**config.mk**
```make
export PLATFORM = sky130hd
export DESIGN_NAME = contador_gray
export DESIGN_NICKNAME = d
export VERILOG_FILES = /design/src/rtl/contador_gray.sv
export SDC_FILE = /design/constraint.sdc
export NUM_CORES = 1
export LEC_CHECK = 0
export CAP_MARGIN = 5
export CORE_MARGIN = 2
export CORE_UTILIZATION = 34
export DETAILED_ROUTE_END_ITERATION = 16
export GPL_TIMING_DRIVEN = 1
export SKIP_LAST_GASP = 1
export SLEW_MARGIN = 10
export SYNTH_ARGS = -nofsm -noshare
export SYNTH_HDL_FRONTEND = slang
export SYNTH_SLANG_ARGS = --single-unit
```
**constraint.sdc**
```tcl
create_clock -name clk -period 2.61 [get_ports clk]
set_input_delay 0.522 -clock clk [delete_from_list [all_inputs] [get_ports clk]]
set_output_delay 0.522 -clock clk [all_outputs]
set_load 0.01 [all_outputs]
```
**src/rtl/contador_gray.sv**
```systemverilog
// contador_gray: synchronous up/down binary counter with a registered
// Gray-code view of the count and a one-cycle wrap pulse.
//
// The binary count is the true state. The Gray word is always re-encoded
// from the next binary value, never stepped from the previous Gray word, so
// bin and gray can never drift apart and always change on the same edge.
//
// Priority on each rising edge: reset > load > en > hold.
// wrap pulses for one cycle after a step that crosses the modulus boundary:
//   - up from all ones to zero, or
//   - down from zero to all ones.
// A load never produces a wrap pulse, even when en is also high.
module contador_gray #(
  parameter int WIDTH = 8
) (
  input  logic             clk,
  input  logic             reset,
  input  logic             en,
  input  logic             up,
  input  logic             load,
  input  logic [WIDTH-1:0] load_bin,
  output logic [WIDTH-1:0] bin,
  output logic [WIDTH-1:0] gray,
  output logic             wrap
);

  // Registered state
  logic [WIDTH-1:0] r_bin;
  logic [WIDTH-1:0] r_gray;
  logic             r_wrap;

  // Next-state values
  logic [WIDTH-1:0] w_bin_next;
  logic [WIDTH-1:0] w_gray_next;
  logic             w_wrap_next;
  logic             w_at_max;
  logic             w_at_zero;

  assign w_at_max  = &r_bin;
  assign w_at_zero = ~|r_bin;

  // Next binary value and wrap flag; a load wins over a step
  always_comb begin
    w_bin_next  = r_bin;
    w_wrap_next = 1'b0;
    if (load) begin
      w_bin_next  = load_bin;
      w_wrap_next = 1'b0;
    end else if (en) begin
      if (up) begin
        w_bin_next  = r_bin + WIDTH'(1);
        w_wrap_next = w_at_max;
      end else begin
        w_bin_next  = r_bin - WIDTH'(1);
        w_wrap_next = w_at_zero;
      end
    end
  end

  // Gray encoding of the next binary value (logical shift keeps MSBs equal)
  assign w_gray_next = w_bin_next ^ (w_bin_next >> 1);

  // State registers with synchronous active-high reset
  always_ff @(posedge clk) begin
    if (reset) begin
      r_bin  <= '0;
      r_gray <= '0;
      r_wrap <= 1'b0;
    end else begin
      r_bin  <= w_bin_next;
      r_gray <= w_gray_next;
      r_wrap <= w_wrap_next;
    end
  end

  assign bin  = r_bin;
  assign gray = r_gray;
  assign wrap = r_wrap;

endmodule

```
==> results of run 1 <==
[cell type report]
| class | count | area, sq um | share of cell area |
|---|---|---|---|
| flip-flops and latches | 16 | 320.3 | 0.2224 |
| multi-input cells | 91 | 645.6 | 0.4483 |
| well taps | 31 | 38.79 | 0.02693 |
| repair buffers | 41 | 380.4 | 0.2641 |
| clock buffers | 4 | 36.28 | 0.02520 |
| inverters | 5 | 18.77 | 0.01303 |
[critical path, stage by stage]
cell and delay (ns):
clkdlybuf4s50_1 0.48, inv_1 0.06, buf_4 0.15, ha_1 0.23, or3_1 0.38, a221o_1 0.39, a21oi_4 0.16, xor2_1 0.16
nor2_1 0.05
[path summary, 6_finish.rpt]
check          from       to  cells past startpoint
min reg2reg  bin[3]     wrap                      3
max              up  gray[3]                      9
max reg2reg  bin[0]  gray[1]                     10
min          bin[3]     wrap                      3
[per-layer routing]
layer | up-vias | global-route usage | wire length, um
met2 | 30 | 0.2986 | 1260
met5 | - | 0 | 0
met4 | 0 | 0.05980 | 46
met1 | 446 | 0.1929 | 1080
li1 | 503 | - | -
met3 | 6 | 0.04396 | 111
[sequential cells by signal, indices dropped and copies added, names as in the netlist]
name and count:
bin 8, gray 7, wrap 1
[kinds of logic (layout without fill, tap and decap cells)]
family                   count (synthesis)  in the layout
flip-flops                              16             16
adder cells (fa/ha/maj)                  7              7
AO/OA/AOI/OAI                           29             29
buffers and inverters                   10             50
AND/OR/NAND/NOR                         41             41
multiplexers                             3              3
XOR/XNOR                                11             11
[placed cells by master (no fill, tap or decap), drive strengths merged, types with 2 or more instances in the layout]
cell,n
a21oi,11
a22o,2
a31oi,2
buf,12
clkbuf,4
clkdlybuf4s50,29
dfxtp,16
ha,6
inv,5
mux2i,3
nand4,2
nor2,19
nor2b,4
nor3,5
nor3b,3
nor4,2
o211ai,2
o21a,2
o21ai,2
or3,2
xnor2,8
xor2,3
[power by group through the flow]
stage	clock (W)	combinational [W]	sequential [W]
after CTS	0.000170	0.000287	0.000294
final	0.000162	0.000284	0.000293
after detailed placement	0	0.000285	0.000299
after floorplan	0	0.000152	0.000308
after global placement	0	0.000282	0.000299
after global routing	0.000180	0.000314	0.000297
[metrics by stage]
stage | instance area (sq um) | total power [W] | setup TNS [ns] | setup WS (ns) | hold WS, ns
6_report | 1440 | 0.0007388 | 0 | 0.1940 | 0.7195
5_1_grt | 1440 | 0.0007908 | 0 | 0.08560 | 0.7552
4_1_cts | 1440 | 0.0007515 | 0 | 0.1834 | 0.7405
3_5_place_dp | 1404 | 0.0005847 | -0.5567 | -0.1318 | 0.7187
3_3_place_gp | 1404 | 0.0005815 | -0.2725 | -0.07807 | 0.6903
2_1_floorplan | 1012 | 0.0004604 | 0 | 0.3618 | 0.5914
==> out/results.ini, run 1 <==
[logic_synthesis]
postSynthAreaPerCell_sq_um = 8.651
synth-main-ff-cell = dfxtp_1
synth_top_family_by_area = compound AO/OA/AOI/OAI gates
yosys.area_share.xor_xnor = 0.09518
yosysTopAreaCell = dfxtp_1
synth_top_area_frac = 0.3164
synth_simple_gate_area_frac = 0.2089
ys_seq_elements = 16
synthAdderAreaFrac = 0.09394
synthCells = 117
synthArstFlopShare = 0
synth_mux_area_frac = 0.02967
synth_fp_nets = 137
netlist_top_cells_area = dfxtp_1, ha_1, nor2_1
yosysMostFrequentCell = nor2_1
synth_compound_area_frac = 0.2101
yosysSeqAreaShare = 0.3164
yosys_warnings = 0
synthTopCellsByCount = nor2_1, dfxtp_1, a21oi_1, xnor2_1, ha_1
syn-cell-area_sq_mm = 0.001012
synth-edff-count = 0
synth_cell_types = 40

[timing]
slew_violations = 0
max_slew_margin = 0.6195
clock_skew_ns = 0.005643
timing.fmax_mhz = 413.9
rsz0062_at_grt = false
finalSetupViolations = 0
min_period_over_period = 0.9257
worst_pin_slew_ns = 0.5689
period_needed_ns = 2.416
hold_viol = 0

[cells_and_area]
antennaDiodeCount = 0
nets = 178
final_cells = 188
utilization = 0.5178
area_delta_synth_final_pct = 42.27
fillCellCount = 282
final_layout_size_suffix_gt1_frac = 0.1401

[power]
pwr-share-comb = 0.384
leakagePower_nw = 0.5764
sw_frac_of_total = 0.3057
p_seq_frac = 0.397
p_sw_w = 0.0002258
internal-power_w = 0.0005129
clockPowerShare = 0.220
power_density_mw_per_mm2 = 513.0
ir_drop_mv = 0.4082

[placement]
dp_hpwl_um = 2045
port_buffers = 29
place_congestion = 0.8796
dp.cells = 184

[clocking]
path_clk_slew_ns = 0.09
clock-sinks = 16
cts_tree = built
ctsResizeCount = 0
post_cts_buffers = 0
cts_root_buf = clkbuf_4
htree_num_levels = 1
cts_buffers = 3
clock_latency_ns = 0.28
cts_hold_buf = 0
clockBufferDepth = 2

[grt]
grt_pass1_wl_um = 4367
antenna_found_initial = 0
grt.overflow.total = 0
grt_start_max_net_pins = 17
grt_pass1_vias = 975
grtUsageTotal = 0.1680

[critical_path]
endpoint_kind = flop
reg2reg_setup_slack_ns = 0.54
critPathKind = primary input to flop
cp.required_ns = 2.77
crit_path_start_kind = primary input
crit_fanout = 5
critPathArrivalTime_ns = 2.58

[floorplanning]
die_w_um = 58.56
core_sq_mm = 0.002781
die-height_um = 58.56
io_pins = 30
dieArea_sq_mm = 0.003429
rows = 19
initial_core_util = 0.3639

[job]
maxCapViolCount = 0

[route]
drtIter0Drc = 13
detail-route-antenna-nets = 0
drt_pass1_iterations = 4
via_per_inst = 5.239
routed_wl_um = 2499
wl_per_cell_um = 13.29
drc = 0
vias = 985

[outcome]
status = completed

[hold_path]
worstHoldPathType = flop to flop

No activity file was read; power rests on OpenSTA's default activity.
==> inputs of run 2 (changes only) <==
SLEW_MARGIN = default   (was 10)
==> results of run 2 <==
Same layout as run 1: the final DEF is identical, and so are final timing and power.
